### config.mk
export PLATFORM = sky130hd
export DESIGN_NAME = pipelined_cla_adder
export DESIGN_NICKNAME = d
export VERILOG_FILES = /design/src/rtl/adder_pkg.sv /design/src/rtl/cla_block.sv /design/src/rtl/pipelined_cla_adder.sv
export SDC_FILE = /design/constraint.sdc
export NUM_CORES = 1
export LEC_CHECK = 0
export BUFFER_PORTS_ARGS = -buffer_cell sky130_fd_sc_hd__buf_2
export CAP_MARGIN = 20
export CORE_UTILIZATION = 45
export CTS_CLUSTER_DIAMETER = 200
export CTS_CLUSTER_SIZE = 40
export DETAILED_ROUTE_END_ITERATION = 7
export PLACE_DENSITY_LB_ADDON = 0.1
export SLEW_MARGIN = 20
export SYNTH_ARGS = -nofsm -noshare
export SYNTH_HDL_FRONTEND = slang
export SYNTH_SLANG_ARGS = --single-unit
### constraint.sdc
create_clock -name clk -period 6.3 [get_ports clk]
set_clock_uncertainty 0.2 [all_clocks]
set_input_delay 0 -clock clk [delete_from_list [all_inputs] [get_ports clk]]
set_output_delay 0 -clock clk [all_outputs]
set_load 0.01 [all_outputs]
### src/rtl/adder_pkg.sv
// Shared types and elaboration helpers for the pipelined carry-lookahead adder.
package adder_pkg;

  typedef enum logic {
    OP_ADD = 1'b0,
    OP_SUB = 1'b1
  } add_op_e;

  function automatic bit cla_width_ok(input int width, input int block);
    return (block >= 1) && (block <= 8) && (width >= block) && ((width % block) == 0);
  endfunction

endpackage

### src/rtl/cla_block.sv
// Combinational BLOCK-bit carry-lookahead slice; c_msb is the carry into the top bit.
module cla_block #(
  parameter int BLOCK = 4
) (
  input  logic [BLOCK-1:0] a,
  input  logic [BLOCK-1:0] b,
  input  logic             ci,
  output logic [BLOCK-1:0] s,
  output logic             co,
  output logic             c_msb
);

  logic [BLOCK-1:0] g;
  logic [BLOCK-1:0] p;
  logic [BLOCK:0]   c;
  logic             acc;
  logic             pp;

  assign g = a & b;
  assign p = a ^ b;

  // Each carry is a flat sum of products over the block, not a ripple chain.
  always_comb begin
    c    = '0;
    acc  = 1'b0;
    pp   = 1'b0;
    c[0] = ci;
    for (int i = 0; i < BLOCK; i++) begin
      acc = g[i];
      pp  = p[i];
      for (int j = i - 1; j >= 0; j--) begin
        acc = acc | (pp & g[j]);
        pp  = pp & p[j];
      end
      c[i+1] = acc | (pp & ci);
    end
  end

  assign s     = p ^ c[BLOCK-1:0];
  assign co    = c[BLOCK];
  assign c_msb = c[BLOCK-1];

endmodule

### src/rtl/pipelined_cla_adder.sv
// Pipelined CLA adder/subtractor, one lookahead block per stage; result NBLK cycles after capture.
// Global stall: all stages advance only when the output register is empty or being taken.
module pipelined_cla_adder
  import adder_pkg::*;
#(
  parameter int WIDTH = 16,
  parameter int BLOCK = 4
) (
  input  logic             clk,
  input  logic             reset,
  input  logic             in_valid,
  output logic             in_ready,
  input  logic [WIDTH-1:0] a,
  input  logic [WIDTH-1:0] b,
  input  logic             cin,
  input  logic             op,
  output logic             out_valid,
  input  logic             out_ready,
  output logic [WIDTH-1:0] sum,
  output logic             cout,
  output logic             ovf
);

  localparam int NBLK = WIDTH / BLOCK;

  if (!cla_width_ok(WIDTH, BLOCK)) begin : g_param_check
    $error("pipelined_cla_adder: WIDTH must be a multiple of BLOCK and BLOCK must be 1..8");
  end

  logic en;
  logic accept;

  assign en       = !out_valid || out_ready;
  assign in_ready = en && !reset;
  assign accept   = in_valid && in_ready;

  for (genvar k = 0; k < NBLK; k++) begin : g_stg
    // r_q: resolved sum bits below block k, still-pending A bits from block k up.
    localparam int HI = WIDTH - k * BLOCK;

    logic             vld_q;
    logic [WIDTH-1:0] r_q;
    logic [HI-1:0]    b_q;
    logic             c_q;
    logic [BLOCK-1:0] bs;
    logic             co;
    logic             cm;
    logic [WIDTH-1:0] r_nxt;

    cla_block #(.BLOCK(BLOCK)) u_cla (
      .a    (r_q[k*BLOCK +: BLOCK]),
      .b    (b_q[BLOCK-1:0]),
      .ci   (c_q),
      .s    (bs),
      .co   (co),
      .c_msb(cm)
    );

    always_comb begin
      r_nxt                  = r_q;
      r_nxt[k*BLOCK +: BLOCK] = bs;
    end

    if (k < NBLK - 1) begin : g_mid
      logic cm_unused;
      assign cm_unused = cm;
    end

    if (k == 0) begin : g_head
      always_ff @(posedge clk or posedge reset) begin
        if (reset) begin
          vld_q <= 1'b0;
          r_q   <= '0;
          b_q   <= '0;
          c_q   <= 1'b0;
        end else if (en) begin
          vld_q <= accept;
          r_q   <= a;
          b_q   <= (op == OP_SUB) ? ~b : b;
          c_q   <= (op == OP_SUB) ? 1'b1 : cin;
        end
      end
    end else begin : g_body
      always_ff @(posedge clk or posedge reset) begin
        if (reset) begin
          vld_q <= 1'b0;
          r_q   <= '0;
          b_q   <= '0;
          c_q   <= 1'b0;
        end else if (en) begin
          vld_q <= g_stg[k-1].vld_q;
          r_q   <= g_stg[k-1].r_nxt;
          b_q   <= g_stg[k-1].b_q[HI+BLOCK-1:BLOCK];
          c_q   <= g_stg[k-1].co;
        end
      end
    end
  end

  always_ff @(posedge clk or posedge reset) begin
    if (reset) begin
      out_valid <= 1'b0;
      sum       <= '0;
      cout      <= 1'b0;
      ovf       <= 1'b0;
    end else if (en) begin
      out_valid <= g_stg[NBLK-1].vld_q;
      sum       <= g_stg[NBLK-1].r_nxt;
      cout      <= g_stg[NBLK-1].co;
      ovf       <= g_stg[NBLK-1].co ^ g_stg[NBLK-1].cm;
    end
  end

endmodule

Word-level counts from Yosys, hierarchy flattened
Index checks and enable logic that the tools add are counted.

Memories kept: 0. Word-level logic and storage cells: 145. Register bits after elaboration: 131. Output and inout bits: 20. ROM bits: 0. Bits in latches: 0. Memory bits (writable): 0.

Shifts and indexed selects: 0. Add/sub/neg operators: 0. Div/mod/pow operators: 0. Bitwise logic cells: 118. Equal/unequal tests: 0. Multiply operators: 0. Reduce and logical (&&, ||, !) cells: 5. $lt $le $gt $ge: 0. Multiplexer cells: 2.

Operators by type and width (count): $and 1x1->1 (64); $or 1x1->1 (40); $xor 4x4->4 (8); $and 4x4->4 (4); $mux 16 (1); $not 16->16 (1); $logic_and 1x1->1 (2); $logic_not 1->1 (2); $logic_or 1x1->1 (1); $mux 1 (1); $xor 1x1->1 (1).

Depth between registers and ports, before layout
Word-level depth: 7. Gate-level depth with buffers: 6. Gate-level depth less buffers: 5.

Hierarchy
Synthesis repeated with hierarchy kept, for this count alone.

Cell total of the unflattened synthesis: 370. Area total of the unflattened synthesis: 5984.5 um^2.

By module, submodules not included: pipelined_cla_adder (area each 5378.9 um^2, cells each 302, times used 1); cla_block (g_stg[0].u_cla ...) (area each 155.1 um^2, cells each 18, times used 3); cla_block (g_stg[3].u_cla) (area each 140.1 um^2, cells each 14, times used 1).

Least setup slack after synthesis
Ideal clock, no wire load.

Path type: input-to-reg. Start: input port reset. End: register g_stg[0].vld_q. Stages on the path: 3. Arrival: 3.003 ns. Buffers on the path: 0. Setup time: 0.091 ns. Slack: 3.005 ns. Cell sequence: inv_1 -> nand2_1 -> o21ai_0.

Cells in the longest elaborated chain, start to end: 3.

Ends and longest elaborated chain: from (decl) (line pipelined_cla_adder.sv:10) `input logic reset,`; $logic_not 1->1 (no source line); $logic_and 1x1->1 (line pipelined_cla_adder.sv:34) `assign in_ready = en && !reset;`; $logic_and 1x1->1 (line pipelined_cla_adder.sv:35) `assign accept = in_valid && in_ready;`; to (signal assigned) (line pipelined_cla_adder.sv:77) `vld_q <= accept;`; to (decl) (line pipelined_cla_adder.sv:41) `logic vld_q;`.

No other way between the ends. A chain may end at the register's enable or synchronous reset.

Final worst setup path
Start: register out_valid. End: output port in_ready.

Cells in the longest elaborated chain, start to end: 3.

Ends and longest elaborated chain: from (decl) (line pipelined_cla_adder.sv:17) `output logic out_valid,`; from (signal assigned) (line pipelined_cla_adder.sv:107) `out_valid <= g_stg[NBLK-1].vld_q;`; $logic_not 1->1 (line pipelined_cla_adder.sv:33) `assign en = !out_valid || out_ready;`; $logic_or 1x1->1 (line pipelined_cla_adder.sv:33); $logic_and 1x1->1 (line pipelined_cla_adder.sv:34); to (decl) (line pipelined_cla_adder.sv:12) `output logic in_ready,`.

No other way between the ends.

==> impl_metrics.tcl <==
set metrics [dict create \
    synth_edf_count 0 \
    clockRootBuffer "clkbuf_16" \
    grt.total_usage_pct 18.5 \
    hold_end "g_stg[0].b_q[8]" \
    synth_seq_area_share_pct 58.1 \
    path_clk_slew_ns 0.06 \
    coreArea_sq_um 12100 \
    ios 58 \
    setup_viol 0 \
    clock-sinks 131 \
    clkPwrFrac_pct 27.2 \
    crit_fanout 73 \
    layout-drive-gt1-share_pct 13.9 \
    report.power.total_w 0.00345 \
    peakVddDrop_v 0.000282 \
    combPwrFrac_pct 31.8 \
    reg2reg_slack_ns 3.91 \
    cts_max_level 4 \
    dp_hpwl_um 6100 \
    yosysMostFrequentCell "nand2_1" \
    reg2reg_from "out_valid" \
    die_area_sq_um 13000 \
    grt_pass1_vias 4102 \
    synth_ff_type "dfrtp_1" \
    swShare_pct 33.7 \
    viasPerCell 4.62 \
    drv_slew 0 \
    synthTopCellsByCount "301 x nand2_1, 131 x dfrtp_1, 29 x o21ai_0" \
    synth.avg_cell_area_sq_um 9.43 \
    yosysWarnings 0 \
    min_path_cells 3 \
    ys_ff_latch 131 \
    rsz0062_at_grt "false" \
    yosysTopAreaCell "dfrtp_1" \
    die-width_um 114 \
    worst_pin_slew_ns 0.845 \
    fillers 1119 \
    area_delta_synth_final_pct 26.2 \
    drt-initial-drc-count 226 \
    routabilityCongestion 0.708 \
    period_needed_ns 2.65 \
    yosysUniqueCellTypes 23 \
    antenna_found_initial 0 \
    p_int_w 0.00229 \
    relSlewSlack_pct 43.7 \
    dr.pass1.iters 4 \
    avgRoutedWirePerCell_um 11.8 \
    drt_wl_total_um 10400 \
    cts_buffer_depth 2 \
    hp-start "op" \
    seqPwrFrac_pct 41.0 \
    critPathKind "reg2out" \
    worstReg2RegEnd "g_stg[0].b_q[6]" \
    drc 0 \
    max_freq_ghz 0.377 \
    insertion_delay_ns 0.41 \
    numCtsBuffers 17 \
    finalHoldViolCount 0 \
    finalNetCount 764 \
    reg2regPathDepth 4 \
    antennaDiodeCount 0 \
    endpoint_kind "output port" \
    vias 4101 \
    ant_nets 0 \
    required_ns 6.10 \
    synth_area_leaders "dfrtp_1 58%, nand2_1 20%, ha_1 3.6%" \
    start_util_pct 46.5 \
    max-cap-violations 0 \
    p_sw_w 0.00116 \
    worstPathArrival_ns 2.45 \
    grt_overflow_total 0 \
    die_h_um 114 \
    status "completed" \
    start_kind "register" \
    p_per_area_nw_per_um2 485 \
    grt_pass1_wl_um 18500 \
    grt_max_degree 113 \
    synthArstFlopShare_pct 100 \
    syn-instance-count 598 \
    rows 40 \
    fin_setup_tns_ns 0 \
    cts_tree "done" \
    min_path_type "in2reg" \
    p_leak_nw 3.59 \
    yosys.area.top_type_share_pct 58.1 \
    cts_setup_buffers 0 \
    synth_fp_nets 656 \
    fin_crit_sh_pct 42.1 \
    io_buffers 57 \
    synth_area_sq_um 5640 \
]
through the flow:
step | std cells | util, % | area (sq um) | worst slack [ns] | hold WS [ns]
floorplan | 598 | - | 5640 | 2.58 | -0.152
global placement | 796 | 49.1 | 5950 | 4.01 | -0.00267
detailed placement | 796 | 49.1 | 5950 | 3.92 | 0.000515
CTS | 887 | 58.7 | 7110 | 3.61 | 0.0182
global route | 887 | 58.8 | 7120 | 3.46 | 0.0644
finish | 887 | 58.8 | 7120 | 3.65 | 0.0358
power by group through the flow:
stage,Combinational (W),Clock (W),Sequential (W)
after global placement,0.00103,0,0.00142
after CTS,0.00112,0.000958,0.00142
after detailed placement,0.00106,0,0.00143
after global routing,0.00128,0.00100,0.00146
after floorplan,0.000833,0,0.00141
final,0.00110,0.000938,0.00142
logic make-up after synthesis:
kind of cell / synth area share [%]
adders and majority gates: 4.97
AOI/OAI and AO/OA: 7.23
and+or+nand+nor: 21.1
buffers and inverters: 4.59
muxes: 0.178
DFF: 58.1
xor gates and xnor gates: 3.73
state kept, by name (all words and copies together), names as in the netlist:
signal and flops:
sum 16, ovf 1, g_stg.vld_q 4, out_valid 1, g_stg.c_q 4, g_stg.b_q 40
g_stg.r_q 64, cout 1
area by class of cell:
| cell class | count | area (sq um) | area share (%) |
|---|---|---|---|
| multi-input combinational | 429 | 2110 | 29.7 |
| tap | 168 | 210 | 2.95 |
| clock buffer | 23 | 498 | 7.00 |
| sequential | 131 | 3280 | 46.1 |
| timing repair buffer | 120 | 910 | 12.8 |
| inverter | 7 | 28.8 | 0.404 |
| clock inverter | 9 | 77.6 | 1.09 |
worst max-delay path, stage by stage (launching register included):
cell     delay [ns]
dfrtp_1        0.41
nor2b_4        0.16
buf_4          0.52
buf_4          0.67
nor2_1         0.08
buf_2          0.16
layer usage:
layer	global-route usage (%)	share of wire (%)
met4	6.32	1.4
met5	0	0
met2	28.8	46
met1	24.3	49
met3	6.11	3.2
cells in the final DEF, fill, tap and decap left out, drive strengths merged:
master	synthesis	layout
nand2	301	301
dfrtp	131	131
buf	30	61
dlygate4sd3	0	59
o21ai	40	40
clkbuf	1	23
xnor2	21	21
ha	16	16
a21oi	13	13
nor2	11	11
a211oi	8	8
inv	7	7
clkinv	0	5
a21o	4	4
fa	4	4
o21bai	4	4
xor2	3	3
clkinvlp	0	3
nand2b	2	2
nor2b	1	1
mux2i	1	1
bufinv	0	1
what timing repair did:
| item | in CTS | in global routing |
|---|---|---|
| resized for setup | 0 | 0 |
| hold buffers | 59 | 0 |
| endpoints found under the setup margin | 0 | 0 |
| endpoints found under the hold margin | 105 | 0 |
worst max-delay path by stage:
stage	cells after the start	start	endpoint	slack [ns]
finish	5	out_valid	in_ready	3.65
global route	5	out_valid	in_ready	3.46
CTS	5	out_valid	in_ready	3.61
detailed placement	4	out_valid	g_stg[0].b_q[6]	3.92
global placement	4	out_valid	g_stg[0].b_q[5]	4.01
floorplan	1	reset	cout	2.58
No activity file was read; power rests on OpenSTA's default activity.
